**config.mk**
```make
export PLATFORM = sky130hd
export DESIGN_NAME = uart_tx_arbiter
export DESIGN_NICKNAME = d
export VERILOG_FILES = /design/src/rtl/uart_tx_arbiter.sv
export SDC_FILE = /design/constraint.sdc
export NUM_CORES = 1
export LEC_CHECK = 0
export ABC_CLOCK_PERIOD_IN_PS = 2180
export CAP_MARGIN = 10
export CORE_ASPECT_RATIO = 1.5
export CORE_MARGIN = 3
export CORE_UTILIZATION = 40
export CTS_BUF_LIST = sky130_fd_sc_hd__clkbuf_16
export CTS_CLUSTER_SIZE = 12
export DETAILED_ROUTE_END_ITERATION = 10
export PLACE_DENSITY_LB_ADDON = 0.08
export SKIP_LAST_GASP = 1
export SLEW_MARGIN = 0
export SYNTH_ARGS = -nofsm -noshare
export SYNTH_HDL_FRONTEND = slang
export SYNTH_SLANG_ARGS = --single-unit
```
**constraint.sdc**
```tcl
create_clock -name clk -period 2.18 [get_ports clk]
set_input_delay 0.436 -clock clk [delete_from_list [all_inputs] [get_ports clk]]
set_output_delay 0.436 -clock clk [all_outputs]
set_load 0.01 [all_outputs]
```
**src/rtl/uart_tx_arbiter.sv**
```systemverilog
// Round-robin arbiter sharing one UART transmitter between NUM_REQ clients.
// Latches the winning client's byte, parity select and baud select. Issues a
// one-cycle start strobe, then waits for the transmitter's done pulse or a
// timeout. Acks the owner and inserts one gap cycle before the next grant.
module uart_tx_arbiter #(
    parameter int unsigned NUM_REQ = 4,
    parameter int unsigned TIMEOUT = 100000,
    parameter int unsigned TO_W    = 17
) (
    input  logic                 clk,
    input  logic                 reset,
    input  logic [NUM_REQ-1:0]   req,
    input  logic [8*NUM_REQ-1:0] req_data,
    input  logic [NUM_REQ-1:0]   req_p_sel,
    input  logic [2*NUM_REQ-1:0] req_baud,
    input  logic                 err_clr,
    input  logic                 tx_busy,
    input  logic                 tx_done,
    output logic [7:0]           tx_data,
    output logic                 tx_p_sel,
    output logic [1:0]           tx_baud_sel,
    output logic                 tx_start,
    output logic [NUM_REQ-1:0]   grant,
    output logic [NUM_REQ-1:0]   ack,
    output logic                 timeout_err
);

    localparam int unsigned      PTR_W   = (NUM_REQ > 1) ? $clog2(NUM_REQ) : 1;
    localparam logic [PTR_W-1:0] LAST    = PTR_W'(NUM_REQ - 1);
    localparam logic [TO_W-1:0]  CNT_MAX = TO_W'(TIMEOUT - 1);

    typedef enum logic [1:0] {StIdle, StBusy, StGap} state_e;

    state_e             state_q;
    logic [PTR_W-1:0]   ptr_q;
    logic [PTR_W-1:0]   owner_q;
    logic [TO_W-1:0]    cnt_q;

    logic               win_valid;
    logic [PTR_W-1:0]   win_idx;
    logic [PTR_W-1:0]   cand;
    logic [7:0]         win_data;
    logic               win_p_sel;
    logic [1:0]         win_baud;
    logic [NUM_REQ-1:0] win_onehot;
    logic [PTR_W-1:0]   next_ptr;

    // Transmitter busy is status only; sequencing relies on tx_done alone.
    logic unused_tx_busy;
    assign unused_tx_busy = tx_busy;

    // Pick the first requester at or after the round-robin pointer.
    always_comb begin
        win_valid = 1'b0;
        win_idx   = '0;
        cand      = '0;
        for (int i = 0; i < int'(NUM_REQ); i++) begin
            cand = PTR_W'((int'(ptr_q) + i) % int'(NUM_REQ));
            if (!win_valid && req[cand]) begin
                win_valid = 1'b1;
                win_idx   = cand;
            end
        end
    end

    // Select the winner's frame settings.
    always_comb begin
        win_data  = '0;
        win_p_sel = 1'b0;
        win_baud  = '0;
        for (int k = 0; k < int'(NUM_REQ); k++) begin
            if (win_idx == PTR_W'(k)) begin
                win_data  = req_data[8*k +: 8];
                win_p_sel = req_p_sel[k];
                win_baud  = req_baud[2*k +: 2];
            end
        end
    end

    assign win_onehot = {{(NUM_REQ-1){1'b0}}, 1'b1} << win_idx;
    assign next_ptr   = (owner_q == LAST) ? '0 : owner_q + 1'b1;

    // Arbitration FSM with registered transmitter-side and client-side outputs.
    always_ff @(posedge clk or negedge reset) begin
        if (!reset) begin
            state_q     <= StIdle;
            ptr_q       <= '0;
            owner_q     <= '0;
            cnt_q       <= '0;
            tx_data     <= '0;
            tx_p_sel    <= 1'b0;
            tx_baud_sel <= '0;
            tx_start    <= 1'b0;
            grant       <= '0;
            ack         <= '0;
            timeout_err <= 1'b0;
        end else begin
            tx_start <= 1'b0;
            ack      <= '0;
            // A timeout below in the same cycle overrides this clear.
            if (err_clr) timeout_err <= 1'b0;
            case (state_q)
                StIdle: begin
                    if (win_valid) begin
                        tx_data     <= win_data;
                        tx_p_sel    <= win_p_sel;
                        tx_baud_sel <= win_baud;
                        tx_start    <= 1'b1;
                        grant       <= win_onehot;
                        owner_q     <= win_idx;
                        cnt_q       <= '0;
                        state_q     <= StBusy;
                    end
                end
                StBusy: begin
                    if (tx_done) begin
                        ack     <= grant;
                        grant   <= '0;
                        ptr_q   <= next_ptr;
                        state_q <= StGap;
                    end else if (cnt_q == CNT_MAX) begin
                        timeout_err <= 1'b1;
                        grant       <= '0;
                        ptr_q       <= next_ptr;
                        state_q     <= StGap;
                    end else begin
                        cnt_q <= cnt_q + 1'b1;
                    end
                end
                StGap: begin
                    state_q <= StIdle;
                end
                default: begin
                    state_q <= StIdle;
                end
            endcase
        end
    end

endmodule
```
* Word-level counts from Yosys, hierarchy flattened
Index checks and enable logic that the tools add are counted.
** Operators by class
- $add $sub $neg :: 5
- Multipliers :: 0
- Div/mod/pow operators :: 0
- $lt $le $gt $ge :: 4
- Equal/unequal tests :: 10
- Shift-type cells :: 1
- Multiplexer cells :: 51
- Bitwise logic cells :: 0
- Reduce and logical (&&, ||, !) cells :: 15
** Operators with widths (number)
- $mux W17 :: 3
- $pmux W17 S2 :: 1
- $mux W8 :: 4
- $mux W2 :: 14
- $mux W4 :: 5
- $mux W1 :: 18
- $add A17 B1 Y17 const B :: 1
- $eq A17 B17 Y1 const B :: 1
- $lt A2 B3 Y1 const B :: 4
- $bmux W1 S2 :: 4
- $pmux W4 S2 :: 1
- $eq A2 B2 Y1 const B :: 3
- $ne A2 B2 Y1 const B :: 3
- $reduce_and A2 Y1 :: 3
- $add A2 B1 Y2 const B :: 2
- $add A2 B2 Y2 const B :: 2
- $eq A2 B1 Y1 const B :: 2
- $logic_not A2 Y1 :: 2
- $pmux W2 S2 :: 1
- $reduce_and A4 Y1 :: 1
- $reduce_bool A2 Y1 :: 2
- $shl A1 B2 Y4 const A :: 1
- $logic_and A1 B1 Y1 :: 3
- $logic_not A1 Y1 :: 3
- 2 further kinds :: 2
** Storage, ports and cells
- Flip-flop bits (word level) :: 44
- Latch bits :: 0
- Memory bits (writable) :: 0
- Bits in read-only memories :: 0
- Logic and storage cells :: 97
- Memories kept :: 0

* Logic depth before layout (Yosys ltp)
Gate-level depths: netlist of run 1.
- Depth in word-level cells :: 17
- Gate-level depth with buffers :: 7
- Depth with buffers taken out :: 6

* Least setup slack after synthesis of run 1
Ideal clock, no wire load.
- Path type :: register to register
- Start point :: register cnt_q[0]
- End point :: register ptr_q[1]
- Setup time :: 0.125 ns
- Arrival :: 1.753 ns
- Slack :: 0.302 ns
- Cell stages (with the launch flop) :: 7
- Path buffers :: 1
- Period minus slack after synthesis :: 1.878 ns
- Path through :: dfrtp_1 > ha_1 > and4_1 > and4_1 > buf_2 > o21ai_2 > mux2_2
** Between the ends
- Longest elaborated chain between the ends :: 3
** Ends and longest elaborated chain
- from (decl) :: RTL line 37 : logic [TO_W-1:0] cnt_q;
- from (signal assigned) :: RTL line 127 : cnt_q <= cnt_q + 1'b1;
- $eq A17 B17 Y1 :: RTL line 121 : end else if (cnt_q == CNT_MAX) begin
- $reduce_bool A2 Y1 (no line)
- $reduce_and A2 Y1 (no line)
- to (signal assigned) :: RTL line 119 : ptr_q <= next_ptr;
- to (signal assigned) :: RTL line 124 : ptr_q <= next_ptr;
- to (decl) :: RTL line 35 : logic [PTR_W-1:0] ptr_q;
No other way between the ends.
A chain may end at the register's enable or synchronous reset.

* Worst setup path in the final report of run 1
- Start point :: register cnt_q[0]
- End point :: register cnt_q[10]
** Between the ends
- Longest elaborated chain between the ends :: 4
- Elaborated cells on any way between the ends :: 7
- Classes of those cells :: add/sub: 1; eq/ne: 2; mux: 3; reduce/logical: 1
** Ends and longest elaborated chain
- $add A17 B1 Y17 :: RTL line 127
- $mux W17 :: RTL line 121
- $mux W17 :: RTL line 116 : if (tx_done) begin
- $pmux W17 S2 :: RTL line 102 : case (state_q)
Several ways; a longest one is shown, not always the timed one. The select of a mux whose other input is x is not followed.

==> impl_metrics.sql, run 1 <==
INSERT INTO impl_metrics (metric_group, metric, value, unit) VALUES
('route', 'detail_route.wl_per_cell', '15.1', 'µm'),
('worst_setup_path', 'criticalPathCategory', 'reg2reg', ''),
('sta', 'layout_min_cycle_time', '2080', 'ps'),
('worst_setup_path', 'crit_path_end_kind', 'flip-flop', ''),
('floorplan', 'die_y', '101', 'µm'),
('cts', 'clk_latency', '290', 'ps'),
('place', 'dp.final_hpwl', '4760', 'µm'),
('logic_synthesis', 'post_synth_main_area_contributors', 'dfrtp_1, a211oi_1, nor3_1', ''),
('finish', 'synthToLayoutAreaGrowth', '47.7', '%'),
('route', 'vias_after_detailed_routing', '2233', ''),
('grt', 'globalRouteTotalUtil', '18.9', '%'),
('cts', 'cts_tree', 'yes', ''),
('finish', 'post_route_cells_drive_above_1_share', '14.8', '%'),
('cts', 'cts.sinks', '44', ''),
('grt', 'grt_pass1_vias', '2317', ''),
('outcome', 'outcome', 'completed', ''),
('logic_synthesis', 'ys_ff_latch', '44', ''),
('finish', 'antenna-diode-count', '0', ''),
('route', 'detail-route-antenna-nets', '0', ''),
('power', 'max-vdd-ir-drop', '0.594', 'mV'),
('place', 'placement.setup.worst_slack', '-200', 'ps'),
('flow_run', 'drv.max_cap_violation_count', '0', ''),
('logic_synthesis', 'yosys.area.top_type_share', '45.7', '%'),
('finish', 'finalNetCount', '399', ''),
('cts', 'clock-root-buffer', 'clkbuf_16', ''),
('cts', 'h-tree-depth', '2', ''),
('worst_setup_path', 'critical_path.n_buffers_inverters', '0', ''),
('worst_setup_path', 'rrSetupSlack', '100', 'ps'),
('logic_synthesis', 'synth.avg_cell_area', '9.61', 'µm²'),
('sta', 'finalHoldViolations', '0', ''),
('worst_setup_path', 'worst_r2r_startpoint', 'cnt_q[0]$_DFFE_PN0P_', ''),
('grt', 'overflow', '0', ''),
('cts', 'clock_tree.buffer_depth', '2', ''),
('worst_setup_path', 'worstPathMaxFanout', '9', ''),
('sta', 'fin_ws', '102', 'ps'),
('route', 'route.detailed.vias_per_inst', '5.35', ''),
('cts', 'clk_pin_slew', '70', 'ps'),
('worst_setup_path', 'start_kind', 'flip-flop', ''),
('power', 'p_leak', '1.46', 'nW'),
('grt', 'grt_max_degree', '45', ''),
('power', 'design_power_total', '0.00386', 'W'),
('sta', 'timing.final.crit_share', '95.3', '%'),
('sta', 'fin_skew', '7.14', 'ps'),
('floorplan', 'die_w', '69.4', 'µm'),
('sta', 'setup_violations', '0', ''),
('logic_synthesis', 'synth_cell_types', '47', ''),
('sta', 'totalNegativeSetupSlack', '0', 'ps'),
('worst_setup_path', 'rr_endpoint', 'cnt_q[10]$_DFFE_PN0P_', ''),
('logic_synthesis', 'synthesis.area', '2410', 'µm²'),
('worst_hold_path', 'worstHoldPathType', 'in2async', ''),
('worst_setup_path', 'slowest_delay', '410', 'ps'),
('cts', 'post-cts-setup-buffer-count', '0', ''),
('route', 'first_iter_violations', '87', ''),
('worst_setup_path', 'critical-path-slowest-cell', 'dfrtp_1', ''),
('logic_synthesis', 'synth_flop_cell', 'dfrtp_1', ''),
('floorplan', 'io_pins', '74', ''),
('sta', 'max_freq', '481', 'MHz'),
('finish', 'core_utilization_of_the_finished_layout', '61.1', '%'),
('sta', 'drv_slew', '0', ''),
('floorplan', 'fp.dieArea', '7010', 'µm²'),
('cts', 'cts_inserted_buffers', '5', ''),
('logic_synthesis', 'synthCells', '251', ''),
('grt', 'grt_first_pass_wirelength', '10600', 'µm'),
('logic_synthesis', 'synth_enable_flop_cells', '0', ''),
('place', 'port_buffers', '72', ''),
('route', 'drt-pass1-iter-count', '4', ''),
('sta', 'max_slew_margin', '62.3', '%'),
('worst_setup_path', 'worstPathRequired', '2360', 'ps'),
('route', 'routed_wirelength', '6310', 'µm'),
('power', 'power_per_cell_area', '1080', 'nW/µm²'),
('floorplan', 'rows', '34', '');
[how the worst max path moves through the flow]
stage                               startpoint  slack [ps]                     end  cells past startpoint
final                     cnt_q[0]$_DFFE_PN0P_         100   cnt_q[10]$_DFFE_PN0P_                      6
after global routing                    req[2]         -40  tx_data[7]$_DFFE_PN0P_                      8
after CTS                 cnt_q[0]$_DFFE_PN0P_          70   cnt_q[10]$_DFFE_PN0P_                      6
after detailed placement                req[1]        -200  tx_data[0]$_DFFE_PN0P_                      6
after global placement                  req[1]        -180   cnt_q[10]$_DFFE_PN0P_                      7
after floorplan           cnt_q[0]$_DFFE_PN0P_         300    ptr_q[1]$_DFFE_PN0P_                      6
[cells in the final DEF (no fill, tap or decap), types with 2 or more instances in the layout]
cell	synthesis	layout
or3_1	4	4
mux2i_1	6	6
o21ai_0	11	11
nor3_1	19	19
nor4_1	4	4
buf_4	3	25
and4_1	3	2
nor3b_1	12	12
and3_1	4	4
nand3_1	12	12
buf_12	0	2
ha_1	2	2
nor4bb_1	2	2
nor2_1	17	16
clkdlybuf4s50_1	0	71
a21bo_2	2	2
nand2_1	17	17
nand4_1	2	2
nand2b_1	10	10
inv_1	7	7
dfrtp_1	44	44
a22o_1	3	3
o41ai_1	7	6
clkbuf_16	0	5
nor2b_1	5	5
o21ai_2	2	2
a21oi_1	4	4
a211oi_1	15	15
and2_1	2	2
xnor2_1	6	6
nor2_2	1	2
[metal layers]
layer	track usage [%]	up-vias	share of wire (%)
met2	36.9	50	57
met3	4.79	8	4.1
met4	7.37	0	1.7
li1	-	1110	-
met1	18.9	1065	38
met5	0	-	0
[power by group]
group / total, W / switching, W / internal [W]
clock: 0.000855 / 0.000317 / 0.000538
combinational: 0.00184 / 0.000906 / 0.000931
sequential: 0.00117 / 0.000133 / 0.00103
[per-stage QoR]
stage	std cells	cell area (µm²)
4_1_cts	417	3540
3_5_place_dp	409	3370
6_report	417	3560
5_1_grt	417	3560
2_1_floorplan	251	2410
3_3_place_gp	409	3370
[what timing repair did]
item | in CTS | in global routing
hold endpoints to repair | 0 | 0
setup endpoints to repair | 0 | 8
resized for setup | 0 | 4
[area by class of cell]
type	instances	area, µm²	share of cell area [%]
clock buffer	5	125	3.51
inverter	7	26.3	0.738
clock inverter	3	42.5	1.19
sequential	44	1100	30.9
tap	72	90.1	2.53
timing repair buffer	99	943	26.5
multi-input combinational	187	1230	34.6
[kinds of logic (layout without fill, tap and decap cells)]
family / Yosys count / in the layout / synth area share (%)
AO/OA/AOI/OAI: 51 / 51 / 15.6
XOR/XNOR: 6 / 6 / 2.18
adder cells (fa/ha/maj): 2 / 2 / 1.04
buffers and inverters: 20 / 114 / 4.15
flip-flops: 44 / 44 / 45.7
multiplexers: 7 / 7 / 2.96
AND/OR/NAND/NOR: 121 / 121 / 28.4
[registers in the layout, indices dropped and copies added (netlist names)]
register / flops
ptr_q: 2
tx_data: 8
tx_p_sel: 1
grant: 4
tx_baud_sel: 2
cnt_q: 17
state_q: 2
owner_q: 2
ack: 4
tx_start: 1
timeout_err: 1
[synth_stat cells, types with 2 or more instances]
library cell	n
buf_4	3
o21ai_2	2
ha_1	2
o21ai_0	11
nand3_1	12
nor2_1	17
a211oi_1	15
nor3_1	19
and4_1	3
a22o_1	3
or3_1	4
mux2i_1	6
nor4bb_1	2
and3_1	4
a21oi_1	4
inv_1	7
clkbuf_1	3
nor4_1	4
dfrtp_1	44
nand4_1	2
a21bo_2	2
and2_1	2
nor2b_1	5
nor3b_1	12
nand2_1	17
nand2b_1	10
o41ai_1	7
buf_2	5
xnor2_1	6
(Power assumes the default switching activity.)
==> run 2: changes to the inputs <==
ABC_CLOCK_PERIOD_IN_PS = default   (was 2180)
GPL_ROUTABILITY_DRIVEN = 0   (was default)
==> results of run 2 <==
Same layout as run 1: the final DEF is identical, and so are final timing and power.
